<file path="src/rtl/rps_match_controller.sv">
// Round/match sequencer for rock-paper-scissors: gates the computer's choice
// counter, scores each round from the winner code, and declares a first-to-N winner.
module rps_match_controller #(
  parameter int WINS_TO_MATCH = 2,
  parameter int MAX_ROUNDS    = 7,
  parameter int SHOW_CYCLES   = 4,
  parameter int SCORE_W       = 3,
  parameter int ROUND_W       = 4
) (
  input  logic               clk,
  input  logic               clear,
  input  logic               start,
  input  logic               play,
  input  logic [1:0]         winner,
  output logic               run,
  output logic [SCORE_W-1:0] player_score,
  output logic [SCORE_W-1:0] computer_score,
  output logic [ROUND_W-1:0] round_num,
  output logic [1:0]         last_result,
  output logic               result_valid,
  output logic               match_over,
  output logic [1:0]         match_winner
);

  localparam int CNT_W = (SHOW_CYCLES > 1) ? $clog2(SHOW_CYCLES) : 1;
  localparam logic [SCORE_W-1:0] WINS_L    = SCORE_W'(WINS_TO_MATCH);
  localparam logic [SCORE_W-1:0] SCORE_ONE = SCORE_W'(1);
  localparam logic [ROUND_W-1:0] MAX_L     = ROUND_W'(MAX_ROUNDS);
  localparam logic [ROUND_W-1:0] ROUND_ONE = ROUND_W'(1);
  localparam logic [CNT_W-1:0]   CNT_INIT  = CNT_W'(SHOW_CYCLES - 1);
  localparam logic [CNT_W-1:0]   CNT_ONE   = CNT_W'(1);

  typedef enum logic [2:0] {
    IDLE = 3'd0,
    SPIN = 3'd1,
    EVAL = 3'd2,
    SHOW = 3'd3,
    DONE = 3'd4
  } state_t;

  state_t             state_q, state_d;
  logic [SCORE_W-1:0] ps_q, ps_d, cs_q, cs_d;
  logic [ROUND_W-1:0] rn_q, rn_d;
  logic [1:0]         last_q, last_d, mw_q, mw_d;
  logic [CNT_W-1:0]   cnt_q, cnt_d;
  logic               end_match;

  // Scores are already final by SHOW, so the end test can look at the flops directly.
  assign end_match = (ps_q == WINS_L) || (cs_q == WINS_L) || (rn_q == MAX_L);

  always_ff @(posedge clk or posedge clear) begin
    if (clear) begin
      state_q <= IDLE;
      ps_q    <= '0;
      cs_q    <= '0;
      rn_q    <= '0;
      last_q  <= 2'b11;
      mw_q    <= 2'b11;
      cnt_q   <= '0;
    end else begin
      state_q <= state_d;
      ps_q    <= ps_d;
      cs_q    <= cs_d;
      rn_q    <= rn_d;
      last_q  <= last_d;
      mw_q    <= mw_d;
      cnt_q   <= cnt_d;
    end
  end

  always_comb begin
    state_d = state_q;
    case (state_q)
      IDLE, DONE: if (start) state_d = SPIN; else state_d = state_q;
      SPIN:       if (play)  state_d = EVAL; else state_d = SPIN;
      EVAL:       state_d = SHOW;
      SHOW: begin
        if (cnt_q == '0) state_d = end_match ? DONE : SPIN;
        else             state_d = SHOW;
      end
      default:    state_d = IDLE;
    endcase
  end

  always_comb begin
    ps_d   = ps_q;
    cs_d   = cs_q;
    rn_d   = rn_q;
    last_d = last_q;
    mw_d   = mw_q;
    cnt_d  = cnt_q;
    case (state_q)
      IDLE, DONE: begin
        if (start) begin
          ps_d   = '0;
          cs_d   = '0;
          rn_d   = '0;
          last_d = 2'b11;
          mw_d   = 2'b11;
        end
      end
      EVAL: begin
        // Illegal code 10 is folded into a draw and never scores.
        case (winner)
          2'b00: begin
            last_d = 2'b00;
            if (ps_q < WINS_L) ps_d = ps_q + SCORE_ONE;
          end
          2'b01: begin
            last_d = 2'b01;
            if (cs_q < WINS_L) cs_d = cs_q + SCORE_ONE;
          end
          default: last_d = 2'b11;
        endcase
        if (rn_q < MAX_L) rn_d = rn_q + ROUND_ONE;
        cnt_d = CNT_INIT;
      end
      SHOW: begin
        if (cnt_q != '0) begin
          cnt_d = cnt_q - CNT_ONE;
        end else if (end_match) begin
          if (ps_q > cs_q)      mw_d = 2'b00;
          else if (cs_q > ps_q) mw_d = 2'b01;
          else                  mw_d = 2'b11;
        end
      end
      default: begin
        cnt_d = cnt_q;
      end
    endcase
  end

  always_comb begin
    run          = (state_q == SPIN);
    result_valid = (state_q == SHOW);
    match_over   = (state_q == DONE);
  end

  assign player_score   = ps_q;
  assign computer_score = cs_q;
  assign round_num      = rn_q;
  assign last_result    = last_q;
  assign match_winner   = mw_q;

endmodule

</file>
<file path="config.mk">
export PLATFORM = sky130hd
export DESIGN_NAME = rps_match_controller
export DESIGN_NICKNAME = d
export VERILOG_FILES = /design/src/rtl/rps_match_controller.sv
export SDC_FILE = /design/constraint.sdc
export NUM_CORES = 1
export LEC_CHECK = 0
export ABC_AREA = 1
export CELL_PAD_IN_SITES_DETAIL_PLACEMENT = 0
export CELL_PAD_IN_SITES_GLOBAL_PLACEMENT = 1
export CORE_MARGIN = 2
export CORE_UTILIZATION = 30
export DETAILED_ROUTE_END_ITERATION = 8
export GPL_TIMING_DRIVEN = 0
export PLACE_DENSITY = 0.78
export SLEW_MARGIN = 15
export SYNTH_ARGS = -nofsm -noshare
export SYNTH_HDL_FRONTEND = slang
export SYNTH_SLANG_ARGS = --single-unit
</file>
<file path="constraint.sdc">
create_clock -name clk -period 1.2 [get_ports clk]
set_input_delay 0.12 -clock clk [delete_from_list [all_inputs] [get_ports clk]]
set_output_delay 0.12 -clock clk [all_outputs]
set_load 0.03 [all_outputs]
</file>
==> flow_metrics.tcl <==
set metrics [dict create \
    outcome "complete, but fails checks" \
    violations "setup timing" \
    dieArea_um2 4310 \
    peakVddDrop_mv 0.965 \
    syn_area_per_cell_um2 7.92 \
    max_stage_delay_ns 0.46 \
    ys_top_cells_by_count "nand2_1, inv_1, dfrtp_1" \
    vias 1074 \
    clkPwrFrac 0.107 \
    numCtsBuffers 3 \
    yosys.area.top_type "dfrtp_1" \
    clockBufferDepth 2 \
    synth_edf_count 0 \
    synthCells 144 \
    reg2reg_slack_ns -0.08 \
    vias_per_cell 4.65 \
    ys_seq_area_frac 0.422 \
    synth_ff_type "dfrtp_1" \
    cp_max_fo 5 \
    yosysMostFrequentCell "nand2_1" \
    clk_latency_ns 0.26 \
    dp_slack_ns -0.395 \
    start_util 0.311 \
    cts-root-buf "clkbuf_8" \
    cap_viol_max_count 0 \
    clkSinkCount 19 \
    ys_ff_latch 19 \
    async_flop_share 1.00 \
    rsz0062_at_grt "true" \
    hold_class "in -> async" \
    num_antenna_cells 0 \
    fin_crit_sh 1.07 \
    grt_usage 0.134 \
    core_um2 3660 \
    cp_num_buf_inv 2 \
    grtUsageMet3 0.0188 \
    fp.dieH_um 65.6 \
    crit_required_ns 1.08 \
    slew_violations 0 \
    p_int_mw 2.28 \
    crit_start "state_q[1]" \
    grt_pass1_vias 1030 \
    fin_ws_ns -0.0834 \
    clkSlewWorstSetupHoldPaths_ns 0.07 \
    p_per_area_nw_per_um2 2500 \
    hold-worst-slack_ns 0.284 \
    drtAntennaViolNets 0 \
    p_sw_mw 2.06 \
    drive_gt1_frac 0.497 \
    yosys-top-cells-area "dfrtp_1, nand2_1, ha_1" \
    period_needed_ns 1.28 \
    htreeDepth 1 \
    syn_area_um2 1140 \
    port-buffer-count 22 \
    worstMarginPinSlew_ns 0.740 \
    worstPathArrival_ns 1.16 \
    dr.pass1.iters 4 \
    drt_iter0_drc 39 \
    wl_per_cell_um 12.2 \
    combPwrFrac 0.623 \
    grt_max_degree 20 \
    startpoint_type "flip-flop" \
    swShare 0.474 \
    setup_violations 14 \
    cp-end-kind "primary output" \
    pin_count 23 \
    crit_type "reg -> out" \
    leakagePower_nw 0.822 \
    hold_viol_final 0 \
    use_met1 0.164 \
    slew_headroom 0.506 \
    grt_overflow 0 \
    drc 0 \
    fmax_ghz 0.779 \
    fp.dieW_um 65.6 \
    rr_worst_depth 8 \
    grt_pass1_wl_um 4490 \
    ys_warn_count 0 \
    rows 22 \
    grt-busiest-layer "met2" \
    fin_nets 199 \
    gp_congestion 0.797 \
    dp.final_hpwl_um 1890 \
    synth_fp_nets 159 \
    crit_chain "nor2_4 > inv_2 > nor2_2 > buf_6" \
    cp_slowest_cell "dfrtp_2" \
    yosysTopAreaCellShare 0.329 \
    syn_to_final_growth_pct 52.2 \
    r2r-end "player_score[0]" \
    wl_um 2810 \
    r2r_start "state_q[1]" \
    power.share.sequential 0.271 \
    cts_tree "done" \
    grtUsageMet2 0.239 \
    antenna_found_initial 0 \
    cp_top_family "flip-flops" \
    finClkSkew_ns 0.00193 \
    synth_cell_types 26 \
]
[per-layer routing]
metal | share of wire | routed length (µm)
met5 | 0 | 0
met4 | 0.014 | 38
met3 | 0.034 | 96
met2 | 0.51 | 1440
met1 | 0.44 | 1240
[flip-flops by register name, summed over array words and instances (netlist names)]
name	cells
cnt_q	2
computer_score	3
last_result	2
match_winner	2
player_score	3
round_num	4
state_q	3
[layout by cell type, fill, tap and decap left out, drive strengths merged, types with 7 or more instances in the layout]
cell type and n:
inv 24, nand2 42, buf 21, nand3 12, dfrtp 15, nor2 12, ha 9, o21ai 11
clkbuf 7
[repair_timing]
item / 4_1_cts / 5_1_grt
pin swaps: 6 / 15
hold buffers: 0 / 0
buffers inserted: 9 / 4
gates resized for setup: 79 / 31
endpoints found under the hold margin: 0 / 0
setup endpoints to repair: 31 / 25
[how the worst max path moves through the flow]
| stage | depth (start not counted) | to | slack (ns) |
|---|---|---|---|
| 2_1_floorplan | 7 | match_winner[1] | -0.07 |
| 3_3_place_gp | 4 | result_valid | -0.38 |
| 3_5_place_dp | 4 | result_valid | -0.40 |
| 4_1_cts | 4 | result_valid | -0.15 |
| 5_1_grt | 4 | result_valid | -0.16 |
| 6_report | 4 | match_over | -0.08 |
[cell type report]
class	count	area (µm²)
clock buffer	3	41.3
inverter	24	95.1
buffer	1	20.0
timing repair buffer	35	283
multi-input combinational	100	738
fill	360	1930
sequential	19	493
clock inverter	1	5.00
tap	48	60.1
[power groups by stage]
stage	Combinational (mW)	Sequential (mW)	Clock, mW
after global placement	2.15	1.15	0
after global routing	2.98	1.22	0.494
after CTS	2.40	1.15	0.472
final	2.70	1.18	0.462
after floorplan	1.22	1.43	0
after detailed placement	2.18	1.15	0
[cells by family (layout without fill, tap and decap cells)]
kind of cell             Yosys count  in the layout  share of synthesized area
flip-flops                        19             19                      0.422
XOR/XNOR                           2              2                     0.0154
AND/OR/NAND/NOR                   72             72                      0.285
buffers and inverters             25             64                     0.0889
adder cells (fa/ha/maj)            9              9                     0.0988
AO/OA/AOI/OAI                     17             17                     0.0900
[stage by stage]
| stage | power, mW | instances | utilization | setup TNS (ns) | cell area [µm²] |
|---|---|---|---|---|---|
| 4_1_cts | 4.03 | 227 | 0.443 | -0.592 | 1620 |
| 3_5_place_dp | 3.33 | 214 | 0.400 | -2.04 | 1460 |
| 3_3_place_gp | 3.29 | 214 | 0.400 | -1.99 | 1460 |
| 2_1_floorplan | 2.65 | 144 | - | -0.0734 | 1180 |
| 6_report | 4.34 | 231 | 0.474 | -0.654 | 1740 |
| 5_1_grt | 4.69 | 231 | 0.474 | -1.82 | 1740 |
(Power assumes the default switching activity.)
==> edit 1: new RTL, same settings <==
Change the parameter `MAX_ROUNDS` from 7 to 3.
--- a/src/rtl/rps_match_controller.sv
+++ b/src/rtl/rps_match_controller.sv
@@ -2,7 +2,7 @@
 // counter, scores each round from the winner code, and declares a first-to-N winner.
 module rps_match_controller #(
   parameter int WINS_TO_MATCH = 2,
-  parameter int MAX_ROUNDS    = 7,
+  parameter int MAX_ROUNDS    = 3,
   parameter int SHOW_CYCLES   = 4,
   parameter int SCORE_W       = 3,
   parameter int ROUND_W       = 4
Check against the original RTL: no difference found for any inputs over 10 cycles, from zero or initial values; that may be too few to reach the edited logic, so the function may still have changed.
==> edit 1 against the original RTL <==
Highest routed layer unchanged; non-clock buffer count stayed put; total power grew 8.7%; register-to-register slack lost 0.02 ns; routed wire length up 0.53%; first-iteration DRC count down 64%; largest cell class unchanged; area after synthesis is 2.2% lower; final area is 3.7% higher; setup slack got worse by 0.024 ns; critical path depth is the same; synthesized cell count fell by 3.5%; sequential cell count did not move; the run still ends with negative setup slack left.
==> edit 1: results (changes against the original RTL) <==
metric	value	unit	change
routed length per instance	12.51	um	was 12.18 um
register area share after synthesis	43.10	%	was 42.15%
post_cts resized	83		was 79
switch share	47.73	%	was 47.37%
Final Skew	0.003181	ns	was 0.001930 ns
metal2 WL	1533	um	was 1435 um
met1 Resource Use GR	16.45	%	was 16.42%
fill cell count	327		was 360
Final Non-Filler Cells	226		was 231
Setup-failing EPs final	18		was 14
maximum vdd ir drop	0.001478	V	was 0.0009651 V
Placed Area	1428	um2	was 1464 um2
status	complete, but fails checks		unchanged
Final Core Density	49.93	%	was 47.40%
M1 wire length	1199	um	was 1244 um
XOR/XNOR Fraction of Synth Area	0.7856	%	was 1.537%
Synth Area in Compound Gates	7.407	%	was 9.001%
worst slack at placement	-0.3912	ns	was -0.3952 ns
Final WS setup	-0.1070	ns	was -0.08342 ns
first drt pass iteration count	2		was 4
Critical path origin	state_q[1]		unchanged
failing checks	negative setup slack		unchanged
# Post-CTS Setup Buffers	7		was 9
met3 routed WL	71	um	was 96 um
Slew @ Worst Pin	0.7348	ns	was 0.7396 ns
global-route wire length before repair	4554	um	was 4491 um
hpwl dp	1887	um	was 1890 um
placed insts	209		was 214
share of layout cells above drive strength 1	58.99	%	was 49.73%
CP arrival	1.19	ns	was 1.16 ns
[edit 1: area by class of cell]
cell class              count  area share, %
inverters                  22          5.003
multi-input cells          97          43.99
clock buffers               3          2.293
plain buffers               1         0.8339
repair buffers             35          16.75
clock inverters             1         0.2780
flip-flops and latches     19          27.52
well taps                  48          3.336
[edit 1: power groups by stage]
stage | Clock [W] | Sequential [W] | Combinational [W]
finish | 0.000458 | 0.00117 | 0.00308
global route | 0.000491 | 0.00122 | 0.00341
CTS | 0.000469 | 0.00113 | 0.00256
detailed placement | 0 | 0.00114 | 0.00226
global placement | 0 | 0.00112 | 0.00219
floorplan | 0 | 0.00140 | 0.00130
[edit 1: worst paths after layout]
check | slack (ns) | to | cells past startpoint
worst max-delay path | -0.11 | match_over | 4
worst min-delay path | 0.28 | state_q[2] | 2
worst max register to register | -0.10 | computer_score[1] | 7
worst min register to register | 0.47 | match_winner[1] | 2
max in group asynchronous | 0.41 | state_q[1] | 2
min in group clk | 0.46 | state_q[1] | 3
==> edit 2: new RTL, config.mk and constraints unchanged <==
Made on the original files. Register the inputs `start`, `play` and `winner` before use, cleared by the reset. The logic sees them one clock later.
--- a/src/rtl/rps_match_controller.sv
+++ b/src/rtl/rps_match_controller.sv
@@ -38,6 +38,22 @@
     DONE = 3'd4
   } state_t;
 
+  logic start_q;
+  logic play_q;
+  logic [1:0] winner_q;
+
+  always_ff @(posedge clk or posedge clear) begin
+    if (clear) begin
+      start_q  <= '0;
+      play_q   <= '0;
+      winner_q <= '0;
+    end else begin
+      start_q  <= start;
+      play_q   <= play;
+      winner_q <= winner;
+    end
+  end
+
   state_t             state_q, state_d;
   logic [SCORE_W-1:0] ps_q, ps_d, cs_q, cs_d;
   logic [ROUND_W-1:0] rn_q, rn_d;
@@ -71,8 +87,8 @@
   always_comb begin
     state_d = state_q;
     case (state_q)
-      IDLE, DONE: if (start) state_d = SPIN; else state_d = state_q;
-      SPIN:       if (play)  state_d = EVAL; else state_d = SPIN;
+      IDLE, DONE: if (start_q) state_d = SPIN; else state_d = state_q;
+      SPIN:       if (play_q)  state_d = EVAL; else state_d = SPIN;
       EVAL:       state_d = SHOW;
       SHOW: begin
         if (cnt_q == '0) state_d = end_match ? DONE : SPIN;
@@ -91,7 +107,7 @@
     cnt_d  = cnt_q;
     case (state_q)
       IDLE, DONE: begin
-        if (start) begin
+        if (start_q) begin
           ps_d   = '0;
           cs_d   = '0;
           rn_d   = '0;
@@ -101,7 +117,7 @@
       end
       EVAL: begin
         // Illegal code 10 is folded into a draw and never scores.
-        case (winner)
+        case (winner_q)
           2'b00: begin
             last_d = 2'b00;
             if (ps_q < WINS_L) ps_d = ps_q + SCORE_ONE;
Check against the original RTL: not equivalent (a bounded check fails within 4 cycles, from zero or initial values).
==> edit 2 against the original RTL <==
Setup slack worse by 0.026 ns; highest routed layer unchanged; the run still ends with negative setup slack left; fmax down 1.9%; routed wire length up 13%; clock skew up 0.0038 ns; sequential power up 19%; non-clock buffer count unchanged; total power up 21%; final area up 8.7%; area after synthesis up 8.5%; combinational power up 23%; synthesized cell count up 1.4%; sequential cell count up 4.
==> edit 2: results (changes against the original RTL) <==
metric	value	unit	change
CTS Root Buffer Type	clkbuf_8		unchanged
Critical-path top delay cell	dfrtp_2		unchanged
Synth Area in Adders	9.109	%	was 9.879%
grt met2 use	23.91	%	was 23.86%
fill cell count	369		was 360
Final Skew	0.005697	ns	was 0.001930 ns
P_int	0.002737	W	was 0.002284 W
crit path max fanout	4		was 5
GRT Overall Usage	13.95	%	was 13.42%
port bufs	22		unchanged
Placed Area	1564	um2	was 1464 um2
TritonCTS buffer count	3		unchanged
met3 usage	2.303	%	was 1.884%
clk buf depth	2		unchanged
Final nets	201		was 199
XOR/XNOR Fraction of Synth Area	0.7085	%	was 1.537%
CP arrival	1.19	ns	was 1.16 ns
hpwl dp	2008	um	was 1890 um
syn_nets	161		was 159
Final WS setup	-0.1089	ns	was -0.08342 ns
Synth top cells by count	36 x nand2_1, 20 x inv_1, 19 x dfrtp_1, 18 x nand3_1, 13 x nor2_1		was 40 x nand2_1, 22 x inv_1, 15 x dfrtp_1, 11 x nor2_1, 10 x nand3_1
Slew @ Worst Pin	0.8942	ns	was 0.7396 ns
synth top area cells	dfrtp_1 38%, nand2_1 11%, ha_1 9.1%, dfstp_2 8.5%, nand3_1 7.3%		was dfrtp_1 33%, nand2_1 13%, ha_1 9.9%, dfstp_2 9.2%, inv_1 7.2%
1st-iter DRT viols	12		was 39
Min-Delay Path Class	input port to flop		was input port to async pin
Final Non-Filler Cells	235		was 231
mux cell area share after synthesis	0	%	unchanged
clock distribution power	0.000499	W	was 0.000462 W
failing checks	negative setup slack		unchanged
share of layout cells above drive strength 1	54.59	%	was 49.73%
status	complete, but fails checks		unchanged
leakage power	0.8815	nW	was 0.8223 nW
TNS Setup	-1.104	ns	was -0.6536 ns
register area share after synthesis	46.96	%	was 42.15%
maximum vdd ir drop	0.001117	V	was 0.0009651 V
comb pwr	0.00333	W	was 0.00270 W
clock slew at the register clock pins of the worst setup and hold paths	0.09	ns	was 0.07 ns
Setup-failing EPs final	17		was 14
global-route wire length before repair	4740	um	was 4491 um
syn avg cell area	8.467	um2	was 7.916 um2
placed insts	218		was 214
gp weighted congestion	0.8203		was 0.7971
library cells used by synthesis	27		was 26
largest net degree at the start of global routing	24		was 20
met1 Resource Use GR	15.89	%	was 16.42%
Total Wirelength	3186	um	was 2813 um
Synth Area in Compound Gates	9.413	%	was 9.001%
vias	1116		was 1074
initial antenna violation count	0		unchanged
[edit 2: final cells by class]
class	instances	area share, %
clock buffer	4	2.387
tap	50	3.316
inverter	23	4.841
buffer	1	0.7958
sequential	23	31.50
timing repair buffer	35	15.12
multi-input combinational	99	42.04
[edit 2: path summary, 6_finish.rpt]
path	slack, ns	cells after the start	endpoint	from
max reg2reg	-0.09	7	player_score[0]	state_q[1]
max in group asynchronous	0.25	2	computer_score[2]	clear
max	-0.11	4	match_over	state_q[0]
min	0.28	1	start_q	start
min in group asynchronous	0.33	2	play_q	clear
min reg2reg	0.46	2	match_winner[0]	match_winner[0]
[edit 2: cells by family after synthesis]
logic type | Yosys count
adder cells (fa/ha/maj) | 9
flip-flops | 23
XOR/XNOR | 1
AO/OA/AOI/OAI | 16
buffers and inverters | 24
AND/OR/NAND/NOR | 73
[edit 2: routing by layer]
layer / part of all wire (%) / vias to the layer above
li1: - / 549
met1: 41 / 539
met4: 3.4 / 0
met3: 2.9 / 8
met5: 0 / -
met2: 53 / 20
[edit 2: what timing repair did]
| action | 4_1_cts | 5_1_grt |
|---|---|---|
| setup buffers | 6 | 6 |
| gates cloned | 0 | 1 |
| pin swaps | 3 | 16 |
| endpoints found under the setup margin | 30 | 27 |
| resized for setup | 68 | 57 |
[edit 2: critical path: cells and delay by family, from the launching register on]
kind          cells  cell delay (ns)
simple gates      2             0.24
buf+inv           2             0.22
flops             1             0.46
[edit 2: metrics by stage]
step / total power (W) / utilization [%] / setup slack, ns
2_1_floorplan: 0.003081 / - / -0.04424
3_3_place_gp: 0.003798 / 39.38 / -0.3984
3_5_place_dp: 0.003855 / 39.38 / -0.4001
4_1_cts: 0.004447 / 41.81 / -0.1691
5_1_grt: 0.005637 / 47.51 / -0.1725
6_report: 0.005232 / 47.51 / -0.1089
